## config.mk

```make
export PLATFORM = sky130hd
export DESIGN_NAME = hyper_delay_pipe
export DESIGN_NICKNAME = d
export VERILOG_FILES = /design/src/rtl/hyper_delay_pipe_pkg.sv /design/src/rtl/hyper_pipe_stage.sv /design/src/rtl/hyper_delay_pipe.sv
export SDC_FILE = /design/constraint.sdc
export NUM_CORES = 1
export LEC_CHECK = 0
export BUFFER_PORTS_ARGS = -buffer_cell sky130_fd_sc_hd__clkbuf_2
export CORE_AREA = 2 2 39 41
export DETAILED_ROUTE_END_ITERATION = 8
export DIE_AREA = 0 0 41 43
export REMOVE_ABC_BUFFERS = 1
export SYNTH_ARGS = -nofsm -noshare
export SYNTH_HDL_FRONTEND = slang
export SYNTH_SLANG_ARGS = --single-unit
```

## constraint.sdc

```tcl
create_clock -name clk -period 0.8 [get_ports clk]
set_input_delay 0.08 -clock clk [delete_from_list [all_inputs] [get_ports clk]]
set_output_delay 0.08 -clock clk [all_outputs]
set_load 0.01 [all_outputs]
```

## src/rtl/hyper_delay_pipe_pkg.sv

```systemverilog
`default_nettype none
// ============================================================================
// Module      : hyper_delay_pipe_pkg
// Description : Shared constants for the hyper_delay_pipe delay line. Holds
//               the legal-range limits so instantiating code can check its
//               own parameters against the same numbers the pipe uses.
// Ports       : none (package)
// Revision    : 1.0 - initial release
// ============================================================================
package hyper_delay_pipe_pkg;

  // Widest data word the pipe is qualified for.
  localparam int c_max_width = 1024;

  // Deepest latency the pipe is qualified for.
  localparam int c_max_pipes = 64;

endpackage : hyper_delay_pipe_pkg
`default_nettype wire

```

## src/rtl/hyper_pipe_stage.sv

```systemverilog
`default_nettype none
// ============================================================================
// Module      : hyper_pipe_stage
// Description : One plain WIDTH-bit register with asynchronous active-high
//               reset to RESET_VAL. No logic on d or q, so synthesis is free
//               to retime the register or map it onto a hyper-register.
// Ports       : clk - rising-edge clock
//               rst - asynchronous active-high reset
//               d   - stage input
//               q   - stage output (registered)
// Revision    : 1.0 - initial release
// ============================================================================
module hyper_pipe_stage
  import hyper_delay_pipe_pkg::*;
#(
  parameter int               WIDTH     = 8,
  parameter logic [WIDTH-1:0] RESET_VAL = '0
) (
  input  logic             clk,
  input  logic             rst,
  input  logic [WIDTH-1:0] d,
  output logic [WIDTH-1:0] q
);

  logic [WIDTH-1:0] r_q;

  always_ff @(posedge clk or posedge rst) begin
    if (rst) begin
      r_q <= RESET_VAL;
    end else begin
      r_q <= d;
    end
  end

  assign q = r_q;

endmodule : hyper_pipe_stage
`default_nettype wire

```

## src/rtl/hyper_delay_pipe.sv

```systemverilog
`default_nettype none
// ============================================================================
// Module      : hyper_delay_pipe
// Description : Fixed-latency, register-only delay line. din appears on dout
//               exactly NUM_PIPES rising edges later; the pipe shifts every
//               cycle with no enable or backpressure. NUM_PIPES == 0 gives a
//               combinational pass-through.
//               Optional feature macro: HYPER_PIPE_VALID_EN adds a parallel
//               valid chain and an in-flight counter. The data path is
//               identical with or without the macro.
// Ports       : clk        - rising-edge clock
//               rst        - asynchronous active-high reset (stages load
//                            RESET_VAL immediately)
//               din        - WIDTH-bit data into stage 0
//               dout       - WIDTH-bit data out of the last stage
//               din_valid  - (HYPER_PIPE_VALID_EN) qualifier sampled with din
//               dout_valid - (HYPER_PIPE_VALID_EN) din_valid delayed
//                            NUM_PIPES cycles
//               inflight   - (HYPER_PIPE_VALID_EN) valid words in the pipe
// Revision    : 1.0 - initial release
// ============================================================================
module hyper_delay_pipe
  import hyper_delay_pipe_pkg::*;
#(
  parameter int               WIDTH     = 8,
  parameter int               NUM_PIPES = 1,
  parameter logic [WIDTH-1:0] RESET_VAL = '0,
  // Counter width is $clog2(NUM_PIPES+1); kept at least 1 bit so the
  // pass-through build still has a legal port.
  localparam int              c_cnt_w   = (NUM_PIPES < 1) ? 1 : $clog2(NUM_PIPES + 1)
) (
  input  logic               clk,
  input  logic               rst,
  input  logic [WIDTH-1:0]   din,
  output logic [WIDTH-1:0]   dout
`ifdef HYPER_PIPE_VALID_EN
  ,
  input  logic               din_valid,
  output logic               dout_valid,
  output logic [c_cnt_w-1:0] inflight
`endif
);

  // --------------------------------------------------------------------------
  // Elaboration-time parameter checks
  // --------------------------------------------------------------------------
  if (WIDTH < 1) begin : g_chk_width
    $fatal(1, "hyper_delay_pipe: WIDTH must be at least 1");
  end

  if ((NUM_PIPES < 0) || (NUM_PIPES > c_max_pipes)) begin : g_chk_pipes
    $fatal(1, "hyper_delay_pipe: NUM_PIPES out of range 0..%0d", c_max_pipes);
  end

  // --------------------------------------------------------------------------
  // Data chain
  // --------------------------------------------------------------------------
  if (NUM_PIPES == 0) begin : g_data_passthru
    // No registers exist, so clk and rst have nothing to drive.
    logic w_unused_clk_rst;
    assign w_unused_clk_rst = clk ^ rst;

    assign dout = din;
  end else begin : g_data_chain
    // w_tap[0] is din; w_tap[i+1] is the output of stage i.
    logic [WIDTH-1:0] w_tap [NUM_PIPES+1];

    assign w_tap[0] = din;

    for (genvar i = 0; i < NUM_PIPES; i++) begin : g_stage
      hyper_pipe_stage #(
        .WIDTH     (WIDTH),
        .RESET_VAL (RESET_VAL)
      ) u_stage (
        .clk (clk),
        .rst (rst),
        .d   (w_tap[i]),
        .q   (w_tap[i+1])
      );
    end

    assign dout = w_tap[NUM_PIPES];
  end

`ifdef HYPER_PIPE_VALID_EN
  // --------------------------------------------------------------------------
  // Valid chain and in-flight counter
  // --------------------------------------------------------------------------
  if (NUM_PIPES == 0) begin : g_valid_passthru
    assign dout_valid = din_valid;
    assign inflight   = '0;
  end else begin : g_valid_chain
    logic               w_vtap [NUM_PIPES+1];
    logic [c_cnt_w-1:0] r_inflight;

    assign w_vtap[0] = din_valid;

    for (genvar i = 0; i < NUM_PIPES; i++) begin : g_vstage
      hyper_pipe_stage #(
        .WIDTH     (1),
        .RESET_VAL (1'b0)
      ) u_vstage (
        .clk (clk),
        .rst (rst),
        .d   (w_vtap[i]),
        .q   (w_vtap[i+1])
      );
    end

    // The counter tracks the number of set bits in the valid chain: a bit
    // entering adds one, the bit sitting in the last stage leaves on the same
    // edge. It therefore cannot exceed NUM_PIPES.
    always_ff @(posedge clk or posedge rst) begin
      if (rst) begin
        r_inflight <= '0;
      end else if (din_valid && !w_vtap[NUM_PIPES]) begin
        r_inflight <= r_inflight + c_cnt_w'(1);
      end else if (!din_valid && w_vtap[NUM_PIPES]) begin
        r_inflight <= r_inflight - c_cnt_w'(1);
      end
    end

    assign dout_valid = w_vtap[NUM_PIPES];
    assign inflight   = r_inflight;
  end
`endif

endmodule : hyper_delay_pipe
`default_nettype wire

```

==> run metrics, run 1 <==
status finished, violations left; failing checks negative setup slack; Post-Layout Cell Count 54; CP Data Arrival Time around 0.73 ns; max capacitance violation total 0; DR iter-0 viols 0; Fmax 1.232 GHz; final hold vios 0; Detail Route Antenna Nets 0; Synth cell types 2; number of detailed-route iterations in the first pass 1; WHS roughly 0.30 ns; Area Overhead vs Synth 112.9%; WS Path Type flip-flop to output pin; Worst Path Buf+Inv 1; gr ovfl total 0; fillers 152; TritonCTS Sinks 8; Slew HR 0.8187; Tot GR Track Use 0.06504; cell count after synthesis 9; CP delay by family, top flip-flops; CTS tree built; post-synth top area share 0.9816; # IOs 18; dpl cells 42; Leakage Power 0.2243 nW; Yosys reg bits 8; antenna violations before repair 0; fin crit share 1.015; post-synthesis async set-or-reset flop share 1.000; Via density ~3.3; worst-path fanout max 1; largest stage delay on the critical path approximately 0.37 ns; critical path data required time 0.72 ns; clock-pin transition on the worst setup and hold timing paths around 0.050 ns; layout cells sized above 1 0.5263; final wirelength 453 um; post-synth top area cell dfrtp_1; Initial Util 0.1474; Hold Path Class input port to async pin; Antenna Cells 0; final net count 50; clk root buf clkbuf_4; Sequential Power Share 0.532; Die X between 40 and 50 um; die area 1763 um^2; cell area after layout 434.2 um^2; GPL Wtd Cong 0.6516; CP startpoint kind flip-flop; Core ar. 1384 um^2; Place WS 0.2475 ns; RSZ-0062 raised after global routing yes; row cnt 14; VDD IR max around 0.00055 V; clock tree buffer depth 2; dpl cell area 309.0 um^2; post-synthesis cell area between 200 and 250 um^2; Die Ht between 40 and 50 um; synth cell count leaders dfrtp_1 (8), inv_1 (1); max reg flops 8; final slew viol count 0; vias in the first global route 173; YS warnings 0; drt drc 0; first-pass GRT wire length around 650 um; final setup margin -0.01172 ns; post-synthesis sequential area ratio 0.9816; minimum clock period just over 0.8 ns; Multi-input gate area 0 um^2; Worst-Margin Slew 0.2716 ns; top-count cell post-synth dfrtp_1; Setup-failing EPs final 2; DR vias 177; DR WL/cell around 8.4 um; Post-Syn Area per Cell 22.66 um^2; Synth area leaders dfrtp_1 (98%), inv_1 (1.8%); dominant synthesized flop cell dfrtp_1; TritonCTS Buffers 3; final core utilization 0.3137; CP max-delay cell dfrtp_1; Psw 154.4 uW; H-Tree Depth 1; clock network power share 0.345; Multi-In Gates 0; internal power ~660 uW; Post-synth EDFFs 0; CP Cell Sequence buf_6; Comb pwr share 0.123; port bufs 17; pin count of the biggest net entering global routing 9; Setup crit end kind output pin; Sw Ratio 0.1897; P per Cell Area 1874 nW/um^2
## cell usage in the layout, fill, tap and decap left out
cell type	Yosys	final
clkbuf_4	0	3
dlygate4sd3_1	0	9
buf_6	0	2
dfrtp_1	8	8
clkbuf_2	0	15
inv_1	1	1
## metrics by stage
stage / total power, mW / setup TNS (ns)
4_1_cts: 0.8200 / -0.07199
2_1_floorplan: 0.4557 / 0
3_5_place_dp: 0.5011 / 0
6_report: 0.8137 / -0.02051
3_3_place_gp: 0.4987 / 0
5_1_grt: 0.8724 / -0.3031
## power by group through the flow
| stage | Clock (mW) | Sequential, mW | Combinational (mW) |
|---|---|---|---|
| after CTS | 0.292 | 0.432 | 0.0961 |
| final | 0.281 | 0.433 | 0.100 |
| after global routing | 0.327 | 0.433 | 0.113 |
| after detailed placement | 0 | 0.439 | 0.0625 |
| after global placement | 0 | 0.438 | 0.0608 |
| after floorplan | 0 | 0.449 | 0.00631 |
## cell type report
cell class              count  area (um^2)  share of cell area
clock buffers               3        22.52             0.05187
flip-flops and latches      8        200.2              0.4611
inverters                   1        3.754            0.008646
well taps                  16        20.02             0.04611
repair buffers             26        187.7              0.4323
## metal layers
| layer | part of all wire | GRT usage |
|---|---|---|
| met2 | 0.37 | 0.07188 |
| met3 | 0.22 | 0.05236 |
| met4 | 0 | 0.06000 |
| met5 | 0 | 0 |
| met1 | 0.41 | 0.07358 |
## path summary, 6_finish.rpt
| path | from | slack (ns) | endpoint | depth (start not counted) |
|---|---|---|---|---|
| max in group asynchronous | rst | 0.28 | g_data_chain.g_stage[0].u_stage.q[0]$_DFF_PP0_ | 3 |
| worst max-delay path | g_data_chain.g_stage[0].u_stage.q[4]$_DFF_PP0_ | -0.01 | dout[4] | 1 |
| worst min-delay path | rst | 0.30 | g_data_chain.g_stage[0].u_stage.q[4]$_DFF_PP0_ | 3 |
| min in group clk | din[6] | 0.48 | g_data_chain.g_stage[0].u_stage.q[6]$_DFF_PP0_ | 2 |
## cell families (layout without fill, tap and decap cells)
group                  Yosys count  in the layout  share of synthesized area
buffers and inverters            1             30                    0.01839
DFF                              8              8                     0.9816
## timing repair
item	in CTS	in global routing
setup endpoints to repair	7	8
hold buffers	9	0
gates resized for setup	0	4
buffers inserted	0	0
hold endpoints to repair	16	0
(Power assumes the default switching activity.)
==> inputs of run 2 (changes only) <==
--- a/config.mk
+++ b/config.mk
@@ -10,6 +10,7 @@
 export DETAILED_ROUTE_END_ITERATION = 8
 export DIE_AREA = 0 0 41 43
 export REMOVE_ABC_BUFFERS = 1
+export SETUP_SLACK_MARGIN = 0.4
 export SYNTH_ARGS = -nofsm -noshare
 export SYNTH_HDL_FRONTEND = slang
 export SYNTH_SLANG_ARGS = --single-unit
==> run 2 against run 1 <==
Compared with the run above:
- the flow finishes with violations (negative hold slack, negative setup slack)
- critical endpoint unchanged
- flip-flop and latch count unchanged
- sequential share of layout area is 12 points higher
- total power shrank 4.0%
- highest routed layer unchanged
- critical path depth is the same
==> run metrics, run 2 (same netlist as run 1, synthesis figures left out) <==
fin crit share 1.016 (+0.001024); antenna violations before repair 0 (unchanged); Worst Path Buf+Inv 1 (unchanged); Sw Ratio 0.1919 (+0.002125); final net count 41 (-18%); met3 wire length 120 um (+21%); H-Tree Depth 1 (unchanged); Die X 41 um (unchanged); Fmax 1.231 GHz (-0.10%); CP startpoint kind flip-flop; clock network power share 0.361 (+0.016); Area Overhead vs Synth 68.71%; met2 WL post-DR 146 um (-13%); most frequent cells in the layout clkbuf_2 (15), dfrtp_1 (8), clkbuf_4 (3); clk root buf clkbuf_4; port bufs 17 (unchanged); DR iter-0 viols 0 (unchanged); internal power 631.1 uW (-4.3%); met1 WL 180 um (-2.7%); minimum clock period 0.8125 ns (+0.0008194 ns); CTS tree built; layout cells sized above 1 0.6897 (+0.1633); Worst-Margin Slew 0.2717 ns (+0.00006533 ns); Antenna Cells 0 (unchanged); critical path data required time 0.72 ns (about the same); max layer used met3; Tot GR Track Use 0.06707 (+0.002033); CP Data Arrival Time 0.73 ns (about the same); fillers 159 (+4.6%); Die Ht 43 um (unchanged); largest stage delay on the critical path 0.37 ns (about the same); most common cell after layout, fill and taps aside clkbuf_2; DR WL/cell 9.933 um (+18%); VDD IR max 0.0004985 V (-9.1%); Detail Route Antenna Nets 0 (unchanged); Post-CTS Setup Inserts 0 (unchanged); TritonCTS Sinks 8 (unchanged); P per Cell Area 2270 nW/um^2 (+21%); Multi-input gate area 0 um^2 (unchanged); Initial Util 0.1474 (unchanged); max reg flops 8 (unchanged); first-pass GRT wire length 662 um (+2.2%); clock-pin transition on the worst setup and hold timing paths 0.05 ns (about the same); Multi-In Gates 0 (unchanged); Setup-failing EPs final 2 (unchanged); gr ovfl total 0 (unchanged); final wirelength 447 um (-1.3%); DR vias 145 (-18%); final setup margin -0.01254 ns (-0.0008194 ns); Core ar. 1384 um^2 (unchanged); WHS -0.2557 ns (-0.5557 ns); drt drc 0 (unchanged); failing checks negative hold slack, negative setup slack; clock tree buffer depth 2 (unchanged); number of detailed-route iterations in the first pass 1 (unchanged); Leakage Power 0.1868 nW (-17%); die area 1763 um^2 (unchanged); CP max-delay cell dfrtp_1; Sequential Power Share 0.554 (+0.022); WS Path Type flip-flop to output pin; status finished, violations left; Psw 149.8 uW (-3.0%); pin count of the biggest net entering global routing 9 (unchanged); final core utilization 0.2486 (-0.06510); GPL Wtd Cong 0.6516 (unchanged); Setup crit end kind output pin; row cnt 14 (unchanged); Comb pwr share 0.085 (-0.038); Hold Path Class input port to async pin; TritonCTS Buffers 3 (unchanged); final slew viol count 0 (unchanged); CP Cell Sequence buf_6; Via density 3.222 (-1.7%); vias in the first global route 168 (-2.9%); RSZ-0062 raised after global routing yes; worst-path fanout max 1 (unchanged); final hold vios 16 (+16); Slew HR 0.8187 (about the same); # IOs 18 (unchanged); Pwr Total 780.9 uW (-4.0%); max capacitance violation total 0 (unchanged); CP delay by family, top flip-flops
==> run 2: cell types whose count changed in the layout (fill, tap and decap cells not counted), sizes merged <==
cell         previous run  this run
dlygate4sd3             9         0
==> run 2: power by group through the flow <==
| stage | Clock, mW | Sequential, mW | Combinational, mW |
|---|---|---|---|
| final | 0.282 | 0.433 | 0.0664 |
| after global routing | 0.327 | 0.433 | 0.0765 |
| after CTS | 0.292 | 0.432 | 0.0626 |
| after detailed placement | 0 | 0.439 | 0.0625 |
| after global placement | 0 | 0.438 | 0.0608 |
| after floorplan | 0 | 0.449 | 0.00631 |
==> run 2: area by class of cell <==
cell class / count / area (um^2) / share of cell area
sequential: 8 / 200.2 / 0.5818
timing repair buffer: 17 / 97.59 / 0.2836
clock buffer: 3 / 22.52 / 0.06545
tap: 16 / 20.02 / 0.05818
inverter: 1 / 3.754 / 0.01091
==> run 2: repair_timing <==
| item | in CTS | in global routing |
|---|---|---|
| gates resized for setup | 0 | 4 |
| endpoints found under the setup margin | 8 | 8 |
| hold endpoints to repair | 16 | 16 |
==> run 2: metrics by stage <==
stage	cells	setup TNS (ns)	area (um^2)	hold slack (ns)	setup WS (ns)
4_1_cts	45	-0.07199	331.6	-0.2519	-0.01568
5_1_grt	45	-0.3031	344.1	-0.2312	-0.05004
3_5_place_dp	42	0	309.0	0.007004	0.2475
6_report	45	-0.02122	344.1	-0.2557	-0.01254
2_1_floorplan	9	0	203.9	-0.1043	0.3444
3_3_place_gp	42	0	309.0	0.002166	0.2508
==> run 2: worst paths after layout <==
path / start / endpoint / slack (ns) / depth (start not counted)
setup / recovery: g_data_chain.g_stage[0].u_stage.q[4]$_DFF_PP0_ / dout[4] / -0.01 / 1
min in group clk: din[6] / g_data_chain.g_stage[0].u_stage.q[6]$_DFF_PP0_ / -0.06 / 1
max in group asynchronous: rst / g_data_chain.g_stage[0].u_stage.q[0]$_DFF_PP0_ / 0.84 / 2
hold / removal: rst / g_data_chain.g_stage[0].u_stage.q[4]$_DFF_PP0_ / -0.26 / 2
==> run 2: metal layers <==
metal / GRT usage / vias up
li1: - / 66
met1: 0.07358 / 61
met2: 0.06563 / 18
met3: 0.07330 / 0
met4: 0.06000 / 0
met5: 0 / -
==> inputs of run 3 (changes only) <==
--- a/config.mk
+++ b/config.mk
@@ -5,7 +5,7 @@
 export SDC_FILE = /design/constraint.sdc
 export NUM_CORES = 1
 export LEC_CHECK = 0
-export BUFFER_PORTS_ARGS = -buffer_cell sky130_fd_sc_hd__clkbuf_2
+export BUFFER_PORTS_ARGS = -buffer_cell sky130_fd_sc_hd__buf_2
 export CORE_AREA = 2 2 39 41
 export DETAILED_ROUTE_END_ITERATION = 8
 export DIE_AREA = 0 0 41 43
==> run 3 against run 2 <==
Compared with the run above:
- combinational power grew 9.5%
- total power rose by 0.84%
- global-route usage increased by 0.29 points
- worst setup slack improved by 0.0039 ns
- routed wire length fell by 2.0%
- clock-buffer cell count unchanged
- sequential share of layout area is 2.0 points lower
- fmax increased by 0.49%
- critical path type unchanged
- non-clock buffer count unchanged
- utilization grew 0.90 points
- sequential power is essentially flat
- the flow still finishes with violations (negative hold slack, negative setup slack)
- largest cell class unchanged
- via count shrank 0.69%
==> run metrics, run 3 (same netlist as run 1, synthesis figures left out) <==
Die X 41 um (unchanged); TritonCTS Sinks 8 (unchanged); clock tree buffer depth 2 (unchanged); DR vias 144 (-0.69%); Die Ht 43 um (unchanged); Worst-Margin Slew 0.2748 ns (+0.003137 ns); VDD IR max 0.0004037 V (-19%); final wirelength 438 um (-2.0%); GPL Wtd Cong 0.6531 (+0.23%); CP delay by family, top flip-flops; minimum clock period 0.8086 ns (-0.003941 ns); RSZ-0062 raised after global routing yes; CP Cell Sequence buf_6; Area Overhead vs Synth 74.85%; CTS tree built; H-Tree Depth 1 (unchanged); Multi-In Gates 0 (unchanged); TritonCTS Buffers 3 (unchanged); vias in the first global route 158 (-6.0%); Detail Route Antenna Nets 0 (unchanged); fin crit share 1.011 (-0.004926); max capacitance violation total 0 (unchanged); Worst Path Buf+Inv 1 (unchanged); final slew viol count 0 (unchanged); critical path data required time 0.72 ns (about the same); clk root buf clkbuf_4; most frequent cells in the layout buf_2 (13), dfrtp_1 (8), buf_6 (4); clock-pin transition on the worst setup and hold timing paths 0.05 ns (about the same); # IOs 18 (unchanged); row cnt 14 (unchanged); Leakage Power 0.1877 nW (+0.50%); port bufs 17 (unchanged); layout cells sized above 1 0.6897 (unchanged); Setup crit end kind output pin; Core ar. 1384 um^2 (unchanged); most common cell after layout, fill and taps aside buf_2; WS Path Type flip-flop to output pin; failing checks negative hold slack, negative setup slack; Initial Util 0.1474 (unchanged); fillers 144 (-9.4%); CP max-delay cell dfrtp_1; first-pass GRT wire length 655 um (-1.1%); P per Cell Area 2208 nW/um^2 (-2.7%); drt drc 0 (unchanged); Hold Path Class input port to async pin; Multi-input gate area 0 um^2 (unchanged); Setup TNS -0.03182 ns (-0.01060 ns); antenna violations before repair 0 (unchanged); die area 1763 um^2 (unchanged); Slew HR 0.8166 (-0.002093); largest stage delay on the critical path 0.37 ns (about the same); max reg flops 8 (unchanged); critical path startpoint g_data_chain.g_stage[0].u_stage.q[5]$_DFF_PP0_; gr ovfl total 0 (unchanged); Post-CTS Setup Inserts 0 (unchanged); WHS -0.2378 ns (+0.01789 ns); worst-path fanout max 1 (unchanged); pin count of the biggest net entering global routing 9 (unchanged); CP Data Arrival Time 0.73 ns (about the same); final hold vios 16 (unchanged); Tot GR Track Use 0.06998 (+0.002907); number of detailed-route iterations in the first pass 2 (+1); DR iter-0 viols 1 (+1); Setup-failing EPs final 5 (+3); Antenna Cells 0 (unchanged); DR WL/cell 9.733 um (-2.0%); Via density 3.200 (-0.69%); final setup margin -0.008599 ns (+0.003941 ns); final net count 41 (unchanged); status finished, violations left; Fmax 1.237 GHz (+0.49%); CP startpoint kind flip-flop
==> run 3: through the flow <==
stage | setup slack, ns | instances | util | power (mW) | area [um^2]
6_report | -0.008599 | 45 | 0.2577 | 0.7874 | 356.6
5_1_grt | -0.04535 | 45 | 0.2577 | 0.8368 | 356.6
4_1_cts | -0.02556 | 45 | 0.2396 | 0.7940 | 331.6
3_5_place_dp | 0.2462 | 42 | 0.2233 | 0.4999 | 309.0
3_3_place_gp | 0.2419 | 42 | 0.2233 | 0.4981 | 309.0
2_1_floorplan | 0.3444 | 9 | - | 0.4557 | 203.9
==> run 3: repair_timing <==
| item | 4_1_cts | 5_1_grt |
|---|---|---|
| resized for setup | 0 | 4 |
| endpoints found under the hold margin | 16 | 16 |
| endpoints found under the setup margin | 8 | 8 |
| gates cloned | 0 | 0 |
==> run 3: per-layer routing <==
| metal | track usage | share of wire | vias up |
|---|---|---|---|
| li1 | - | - | 66 |
| met1 | 0.08306 | 0.51 | 58 |
| met2 | 0.05313 | 0.29 | 18 |
| met3 | 0.06283 | 0.20 | 2 |
| met4 | 0.1000 | 0.0091 | 0 |
| met5 | 0 | 0 | - |
==> run 3: report_power, final <==
| part | switching, mW | leakage [nW] | internal [mW] | total (mW) |
|---|---|---|---|---|
| clock network | 0.112 | 0.0138 | 0.170 | 0.282 |
| registers | 0.00627 | 0.0932 | 0.426 | 0.432 |
| logic | 0.0318 | 0.0807 | 0.0410 | 0.0727 |
| total | 0.150 | 0.188 | 0.637 | 0.787 |
==> run 3: final cells by class <==
type	instances	area [um^2]	share of cell area
tap	16	20.02	0.05614
inverter	1	3.754	0.01053
timing repair buffer	17	110.1	0.3088
sequential	8	200.2	0.5614
clock buffer	3	22.52	0.06316
==> run 3: worst max-delay path by stage <==
stage                          to  slack [ns]  cells past startpoint
after floorplan           dout[0]        0.34                      0
after global placement    dout[4]        0.24                      1
after detailed placement  dout[5]        0.25                      1
after CTS                 dout[5]       -0.03                      1
after global routing      dout[4]       -0.05                      1
final                     dout[5]      -0.009                      1
